--- src/rtl/pifo_reg_hs.sv ---
// Register-array push-in/first-out queue with valid/ready handshakes.
// A balanced comparator tree picks the min/max-rank head; ties go to the oldest slot.
module pifo_reg_hs #(
    parameter int unsigned L2_MAX_SIZE = 3,
    parameter int unsigned RANK_WIDTH  = 16,
    parameter int unsigned META_WIDTH  = 32,
    parameter int unsigned MAX_FIRST   = 0
) (
    input  logic                   clk,
    input  logic                   rst,
    input  logic                   in_valid,
    output logic                   in_ready,
    input  logic [RANK_WIDTH-1:0]  in_rank,
    input  logic [META_WIDTH-1:0]  in_meta,
    output logic                   out_valid,
    input  logic                   out_ready,
    output logic [RANK_WIDTH-1:0]  out_rank,
    output logic [META_WIDTH-1:0]  out_meta,
    output logic [L2_MAX_SIZE:0]   count,
    output logic                   full,
    output logic                   empty,
    output logic [15:0]            drop_cnt
);

    localparam int unsigned MAX_SIZE = 1 << L2_MAX_SIZE;
    localparam int unsigned CW       = L2_MAX_SIZE + 1;
    localparam int unsigned IW       = L2_MAX_SIZE;

    typedef enum logic [1:0] {S_EMPTY, S_CALC, S_HEAD} state_t;

    state_t                 state_q;
    logic [RANK_WIDTH-1:0]  rank_q [MAX_SIZE];
    logic [META_WIDTH-1:0]  meta_q [MAX_SIZE];
    logic [MAX_SIZE-1:0]    vld_q;
    logic [CW-1:0]          count_q;
    logic [IW-1:0]          head_idx_q;
    logic                   out_valid_q;
    logic [RANK_WIDTH-1:0]  out_rank_q;
    logic [META_WIDTH-1:0]  out_meta_q;
    logic [15:0]            drop_cnt_q;

    logic [RANK_WIDTH-1:0]  rank_d [MAX_SIZE];
    logic [META_WIDTH-1:0]  meta_d [MAX_SIZE];
    logic [MAX_SIZE-1:0]    vld_d;
    logic [CW-1:0]          wr_idx;
    logic                   push;
    logic                   pop;

    assign full      = (count_q == CW'(MAX_SIZE));
    assign empty     = (count_q == CW'(0));
    assign pop       = out_valid_q & out_ready;
    assign in_ready  = ~full | pop;
    assign push      = in_valid & in_ready;
    assign out_valid = out_valid_q;
    assign out_rank  = out_rank_q;
    assign out_meta  = out_meta_q;
    assign count     = count_q;
    assign drop_cnt  = drop_cnt_q;

    // Next array: remove the head and close the gap, then append the push.
    always_comb begin
        for (int i = 0; i < MAX_SIZE; i++) begin
            rank_d[i] = rank_q[i];
            meta_d[i] = meta_q[i];
        end
        vld_d  = vld_q;
        wr_idx = pop ? (count_q - CW'(1)) : count_q;
        if (pop) begin
            for (int i = 0; i < MAX_SIZE - 1; i++) begin
                if (IW'(i) >= head_idx_q) begin
                    rank_d[i] = rank_q[i+1];
                    meta_d[i] = meta_q[i+1];
                    vld_d[i]  = vld_q[i+1];
                end
            end
            vld_d[MAX_SIZE-1] = 1'b0;
        end
        if (push) begin
            for (int i = 0; i < MAX_SIZE; i++) begin
                if (CW'(i) == wr_idx) begin
                    rank_d[i] = in_rank;
                    meta_d[i] = in_meta;
                    vld_d[i]  = 1'b1;
                end
            end
        end
    end

    logic [IW-1:0]          node_idx  [L2_MAX_SIZE+1][MAX_SIZE];
    logic                   node_vld  [L2_MAX_SIZE+1][MAX_SIZE];
    logic [RANK_WIDTH-1:0]  node_rank [L2_MAX_SIZE+1][MAX_SIZE];
    logic [IW-1:0]          win_idx;
    logic                   win_vld;
    logic [RANK_WIDTH-1:0]  win_rank;

    // Pairwise reduction; the right (younger) child only wins when strictly better.
    always_comb begin
        for (int lv = 0; lv <= L2_MAX_SIZE; lv++) begin
            for (int n = 0; n < MAX_SIZE; n++) begin
                node_idx[lv][n]  = '0;
                node_vld[lv][n]  = 1'b0;
                node_rank[lv][n] = '0;
            end
        end
        for (int n = 0; n < MAX_SIZE; n++) begin
            node_idx[0][n]  = IW'(n);
            node_vld[0][n]  = vld_q[n];
            node_rank[0][n] = rank_q[n];
        end
        for (int lv = 1; lv <= L2_MAX_SIZE; lv++) begin
            for (int n = 0; n < (MAX_SIZE >> lv); n++) begin
                logic b_better;
                logic take_b;
                b_better = (MAX_FIRST != 0) ? (node_rank[lv-1][2*n+1] > node_rank[lv-1][2*n])
                                            : (node_rank[lv-1][2*n+1] < node_rank[lv-1][2*n]);
                take_b   = node_vld[lv-1][2*n+1] & (~node_vld[lv-1][2*n] | b_better);
                node_idx[lv][n]  = take_b ? node_idx[lv-1][2*n+1]  : node_idx[lv-1][2*n];
                node_vld[lv][n]  = take_b ? node_vld[lv-1][2*n+1]  : node_vld[lv-1][2*n];
                node_rank[lv][n] = take_b ? node_rank[lv-1][2*n+1] : node_rank[lv-1][2*n];
            end
        end
        win_idx  = node_idx[L2_MAX_SIZE][0];
        win_vld  = node_vld[L2_MAX_SIZE][0];
        win_rank = node_rank[L2_MAX_SIZE][0];
    end

    always_ff @(posedge clk or posedge rst) begin
        if (rst) begin
            for (int i = 0; i < MAX_SIZE; i++) begin
                rank_q[i] <= '0;
                meta_q[i] <= '0;
            end
            vld_q      <= '0;
            count_q    <= '0;
            drop_cnt_q <= '0;
        end else begin
            for (int i = 0; i < MAX_SIZE; i++) begin
                rank_q[i] <= rank_d[i];
                meta_q[i] <= meta_d[i];
            end
            vld_q   <= vld_d;
            count_q <= count_q + CW'(push) - CW'(pop);
            if (in_valid && !in_ready && drop_cnt_q != 16'hFFFF)
                drop_cnt_q <= drop_cnt_q + 16'd1;
        end
    end

    // Head-selection FSM; every push or pop forces one CALC cycle.
    always_ff @(posedge clk or posedge rst) begin
        if (rst) begin
            state_q     <= S_EMPTY;
            out_valid_q <= 1'b0;
            out_rank_q  <= '0;
            out_meta_q  <= '0;
            head_idx_q  <= '0;
        end else begin
            unique case (state_q)
                S_EMPTY: begin
                    if (push) begin
                        state_q     <= S_CALC;
                        out_valid_q <= 1'b0;
                    end
                end
                S_CALC: begin
                    if (win_vld) begin
                        out_rank_q <= win_rank;
                        out_meta_q <= meta_q[win_idx];
                        head_idx_q <= win_idx;
                    end
                    if (push) begin
                        state_q     <= S_CALC;
                        out_valid_q <= 1'b0;
                    end else if (count_q != CW'(0)) begin
                        state_q     <= S_HEAD;
                        out_valid_q <= 1'b1;
                    end else begin
                        state_q     <= S_EMPTY;
                        out_valid_q <= 1'b0;
                    end
                end
                S_HEAD: begin
                    if (push || pop) begin
                        state_q     <= S_CALC;
                        out_valid_q <= 1'b0;
                    end
                end
                default: begin
                    state_q     <= S_EMPTY;
                    out_valid_q <= 1'b0;
                end
            endcase
        end
    end

endmodule

--- config.mk ---
export PLATFORM = sky130hd
export DESIGN_NAME = pifo_reg_hs
export DESIGN_NICKNAME = d
export VERILOG_FILES = /design/src/rtl/pifo_reg_hs.sv
export SDC_FILE = /design/constraint.sdc
export NUM_CORES = 2
export LEC_CHECK = 0
export ABC_AREA = 1
export BUFFER_PORTS_ARGS = -buffer_cell sky130_fd_sc_hd__buf_2
export CAP_MARGIN = 40
export CORE_MARGIN = 1
export CORE_UTILIZATION = 42
export DETAILED_ROUTE_END_ITERATION = 6
export GPL_TIMING_DRIVEN = 1
export HOLD_SLACK_MARGIN = 0.05
export PLACE_DENSITY = 0.59
export SLEW_MARGIN = 20
export SYNTH_ARGS = -nofsm -noshare
export SYNTH_HDL_FRONTEND = slang
export SYNTH_SLANG_ARGS = --single-unit
--- constraint.sdc ---
create_clock -name clk -period 19 [get_ports clk]
set_clock_uncertainty 0.2 [all_clocks]
set_input_delay 0.95 -clock clk [delete_from_list [all_inputs] [get_ports clk]]
set_output_delay 0.95 -clock clk [all_outputs]
set_load 0.02 [all_outputs]
# [Word level (Yosys, flattened, before mapping)]
# Index checks and enable logic that the tools add are counted.
[word_totals] ff_bits=466 rom_bits=0 latchBits=0 memories=0 elab_cells=179 in_bits=52 out_inout_bits=72 ram_bits=0
[classes] bitwise=26 n_div=0 shifts=0 n_reduce_logical=11 addsub=4 n_mux=86 n_eq_ne=13 multipliers=0 n_lt_le_gt_ge=15
[ops] cell="32-bit two-way mux" count=17
[ops] cell="16-bit two-way mux" count=22
[ops] cell="256-bit two-way mux" count=1
[ops] cell="224-bit two-way mux" count=1
[ops] cell="128-bit two-way mux" count=1
[ops] cell="16-bit less-than comparator" count=7
[ops] cell="112-bit two-way mux" count=1
[ops] cell="32-bit binary-select mux with 3-bit select" count=1
[ops] cell="1-bit two-way mux" count=30
[ops] cell="16-bit by 1-bit adder with 16-bit output (second input constant)" count=1
[ops] cell="3-bit by 4-bit == test with 1-bit output (first input constant)" count=4
[ops] cell="8-bit two-way mux" count=2
[ops] cell="16-bit inequality test (second input constant)" count=1
[ops] cell="2-bit two-way mux" count=6
[ops] cell="1-bit AND" count=9
[ops] cell="3-bit >= comparator (first input constant)" count=3
[ops] cell="2-bit by 4-bit == test with 1-bit output (first input constant)" count=2
[ops] cell="4-bit logical NOT" count=2
[ops] cell="1-bit inverter" count=8
[ops] cell="1-bit bitwise OR" count=8
[ops] cell="1-bit by 3-bit >= comparator with 1-bit output (first input constant)" count=2
[ops] cell="2-bit by 3-bit >= comparator with 1-bit output (first input constant)" count=2
[ops] cell="2-bit one-hot mux with 3 select lines" count=1
[ops] cell="2-bit AND reduction" count=3
[ops] cell="other kinds (18)" count=20

# [Logic depth before layout (Yosys ltp)]
[logic_depth] depth_word=16 ltp_mapped=51 depth_no_buf=47

# [Worst setup path before layout]
# Ideal clock, no wire load.
[synth_path] path_type="flip-flop to flip-flop" startpoint="register rank_q (netlist bit node_rank[399])" endpoint="register out_meta_q[0] (netlist: out_meta[0])" slack_ns=13.694 synth_period_minus_slack_ns=5.306 n_path_buf=3 arrival_time_ns=4.981 path_stages_with_launch=40 cell_sequence="dfrtp_1 ha_1 nand2_1 inv_1 nand3_1 inv_1 a21oi_1 nand2_1 nand2_1 nand2_1 inv_1 clkbuf_1 nand2_1 o21ai_0 ha_1 nand2_1 inv_1 a221oi_1 (+4 left out) nand2_2 inv_1 clkbuf_1 nand2_1 o21ai_0 ha_1 a21oi_1 nor2_1 a211oi_1 o221a_2 nand2_2 nand2_4 nand2_4 o21ai_2 buf_2 nand3_1 nand3_1 nand3_1"
[synth_via] elab_chain_cells=16
[synth_lines] item="start: declaration" line_no="32" source="logic [RANK_WIDTH-1:0] rank_q [MAX_SIZE];"
[synth_lines] item="start signal: indexed assignment" line_no="138" source="rank_q[i] <= rank_d[i];"
[synth_lines] item="16-bit less-than comparator" line_no="115" source=": (node_rank[lv-1][2*n+1] < node_rank[lv-1][2*n]);"
[synth_lines] item="1-bit bitwise OR" line_no="116" source="take_b = node_vld[lv-1][2*n+1] & (~node_vld[lv-1][2*n] | b_better);"
[synth_lines] item="1-bit AND" line_no="116"
[synth_lines] item="16-bit two-way mux" line_no="119" source="node_rank[lv][n] = take_b ? node_rank[lv-1][2*n+1] : node_rank[lv-1][2*n];"
[synth_lines] item="16-bit less-than comparator" line_no="115"
[synth_lines] item="1-bit bitwise OR" line_no="116"
[synth_lines] item="1-bit AND" line_no="116"
[synth_lines] item="16-bit two-way mux" line_no="119"
[synth_lines] item="16-bit less-than comparator" line_no="115"
[synth_lines] item="1-bit bitwise OR" line_no="116"
[synth_lines] item="1-bit AND" line_no="116"
[synth_lines] item="3-bit two-way mux" line_no="117" source="node_idx[lv][n] = take_b ? node_idx[lv-1][2*n+1] : node_idx[lv-1][2*n];"
[synth_lines] item="3-bit inverter with 4-bit output (implied by the code)" line_no="167" source="out_meta_q <= meta_q[win_idx];"
[synth_lines] item="32-bit binary-select mux with 3-bit select" line_no="167"
[synth_lines] item="32-bit two-way mux (implied by the code) (2 in a row)" line_no="167"
[synth_lines] item="end signal: assignment" line_no="167"
[synth_lines] item="end: declaration" line_no="39" source="logic [META_WIDTH-1:0] out_meta_q;"
# Parallel ways exist; a longest one is shown, timed or not. The select of a mux whose other input is x is not followed.
# A chain may end at the register's enable or synchronous reset.

# [Final worst setup path]
[layout_path] startpoint="register rank_q (netlist bit node_rank[491])" endpoint="register out_meta_q[15] (netlist: out_meta[15])"
[layout_via] elab_chain_cells=16
[layout_lines] item="16-bit less-than comparator" line_no="115"
[layout_lines] item="1-bit bitwise OR" line_no="116"
[layout_lines] item="1-bit AND" line_no="116"
[layout_lines] item="16-bit two-way mux or 1-bit two-way mux (tied branches)" line_no="119, 118"
[layout_lines] item="16-bit less-than comparator or 1-bit inverter (tied branches)" line_no="115, 116"
[layout_lines] item="1-bit bitwise OR" line_no="116"
[layout_lines] item="1-bit AND" line_no="116"
[layout_lines] item="16-bit two-way mux or 1-bit two-way mux (tied branches)" line_no="119, 118"
[layout_lines] item="16-bit less-than comparator or 1-bit inverter (tied branches)" line_no="115, 116"
[layout_lines] item="1-bit bitwise OR" line_no="116"
[layout_lines] item="1-bit AND" line_no="116"
[layout_lines] item="3-bit two-way mux" line_no="117"
[layout_lines] item="3-bit inverter with 4-bit output (implied by the code)" line_no="167"
[layout_lines] item="32-bit binary-select mux with 3-bit select" line_no="167"
[layout_lines] item="32-bit two-way mux (implied by the code) (2 in a row)" line_no="167"
# Parallel ways exist; a longest one is shown, timed or not. The select of a mux whose other input is x is not followed.

==> out/results.txt <==
mapped cell area: 27,200 um2
main flop type after synthesis: dfrtp_1
most frequent CP cell: nand2_1
CTS Root Cell: clkbuf_16
Starting DRT DRC Count: 2,160
register area share after synthesis: 42.7%
worst setup path startpoint: node_rank[491]
clk slew on worst S/H paths: 0.06 ns
CTS buffer count: 56
Layout Nets: 3,873
largest net degree at the start of global routing: 98
DP HPWL: 51.5 mm
post-route ant nets: 0
Min-Delay Path Class: in2async
number of synthesized flops with an enable pin: 0
gr ovfl total: 0
Final period util: 42.4%
share of layout cells above drive strength 1: 9.18%
# DRC: 0
vias in the first global route: 23,600
DP Cell Count: 4,487
Num Clock Sinks: 465
startpoint types: register
leading cell type in the layout, fill and taps excluded: nand2_1
RD Place Congestion: 0.881
Buffers on Ports: 123
initial core utilization: 42.9%
maximum capacitance violations: 0
routed len/inst: 18.2 um
buffer and inverter count on the worst path: 4
Total GRT Usage: 25.7%
DIE HEIGHT: 257 um
TritonCTS clock tree: yes
# rows: 92
num ports: 124
shortest period the worst path allows: 8.05 ns
Seq. cell area: 11,600 um2
area of the multi-input gates: 13,500 um2
Post-Syn Nets: 3,878
antenna violations before repair: 1
routed via count: 24,700
Max FO, Critical Path: 48
htree depth: 2
critical path depth in cells: 33
synthesized area per cell: 7.34 um2
filler instances: 6,405
unrepaired setup endpoints after global routing: no
FFs w/ async S/R, synth: 100%
CP Capture Type: register
Core Box Area: 63,500 um2
setup bufs post-CTS: 0
CP delay by family, top: simple AND/OR/NAND/NOR gates
Reg2Reg Depth: 33
cts hold-fix bufs: 0
Die W: 257 um
measured slew at the worst slew-check pin: 0.868 ns
Data required, critical path: 19.31 ns
run status: complete, no violations
final wirelength: 83.8 mm
Final Hold Fails: 0
# setup viols final: 0
Max clock buf depth: 3
Die ar.: 65,900 um2
Final Util: 48.5%
Yosys Warn Count: 0
CP peak stage delay: 0.72 ns
Initial DRT Pass Iterations: 6
drt via density: 5.37
CTS resizes: 0
Synth-to-Final Area Change: 13.2%
CP Data Arrival Time: 8.36 ns
#FFs+latches synth: 465
Setup TNS: 0 ns
critical path's slowest cell: o21ai_0
global-route wire length before repair: 135 mm
synth unique cells: 39
clk_lat worst skew: 0.63 ns
commonest cells after routing, fill and taps aside: 1,112 x nand2_1, 757 x o21ai_0, 465 x dfrtp_1, 388 x nand3_1, 335 x inv_1
achievable frequency: 124 MHz
post-synthesis cell count: 3,710
fin cells: 4,595
Final Max Tran Viols: 0
RR Startpoint: node_rank[491]
Setup CP Type: reg2reg
relative slew slack: 42.2%
cells in the mapped netlist (26+ instances only):
cell | number | area, um2
mux2_2 | 41 | 462
a21oi_1 | 41 | 205
buf_2 | 45 | 225
nand3b_1 | 26 | 195
nor2_1 | 53 | 199
inv_1 | 337 | 1260
ha_1 | 115 | 1440
nand2_1 | 1122 | 4210
clkbuf_1 | 175 | 657
dfrtp_1 | 465 | 11600
nand3_1 | 390 | 1950
o21ai_0 | 757 | 3790
worst paths after layout:
check / slack, ns / endpoint
min in group clk: 0.28 / drop_cnt[13]
hold / removal: 0.21 / node_rank[470]
max in group asynchronous: 16.50 / meta_q[51]
setup / recovery: 10.95 / out_meta[15]
hold reg to reg: 0.28 / drop_cnt[13]
setup reg to reg: 10.95 / out_meta[15]
cell families after synthesis:
family                   count (synthesis)  synth area share (%)
AO/OA/AOI/OAI                          858                  16.2
buffers and inverters                  582                  8.43
adder cells (fa/ha/maj)                116                  5.36
AND/OR/NAND/NOR                       1628                  24.9
flip-flops                             465                  42.7
XOR/XNOR                                20                 0.643
multiplexers                            41                  1.70
worst register-to-register path: cells and delay by family, from the launching register on:
family	cells	cell delay, ns
buffers and inverters	4	1.20
adder cells (fa/ha/maj)	3	1.03
flip-flops	1	0.43
AO/OA/AOI/OAI	8	2.28
AND/OR/NAND/NOR	18	2.80
layer usage:
metal,part of all wire [%],global-route usage (%),vias to the layer above
li1,-,-,12200
met1,46,36.6,11600
met2,45,40.5,746
met3,6.8,4.16,120
met4,2.0,6.25,0
met5,0,0,-
area by class of cell:
cell class              count  area share, %
multi-input cells        2663           43.8
clock inverters            14          0.487
inverters                 341           4.18
repair buffers            178           4.80
clock buffers              87           5.54
flip-flops and latches    465           37.7
well taps                 846           3.43
diodes                      1        0.00812
sequential cells by signal (all words and copies together) (netlist names), 3 cells and up:
signal	flops
drop_cnt	16
vld_q	8
meta_q	256
head_idx_q	3
count	4
node_rank	128
out_rank	16
out_meta	32
stage by stage:
step / instance area (um2) / worst slack, ns / hold slack [ns]
finish: 30800 / 10.95 / 0.209
floorplan: 27200 / 4.88 / 0.275
CTS: 30700 / 10.77 / 0.248
detailed placement: 28800 / 10.81 / 0.278
global route: 30800 / 10.45 / 0.273
global placement: 28300 / 10.70 / 0.279
Power is not shown: default switching activity piles up to over one toggle a cycle in this logic, so the estimate is an artifact.
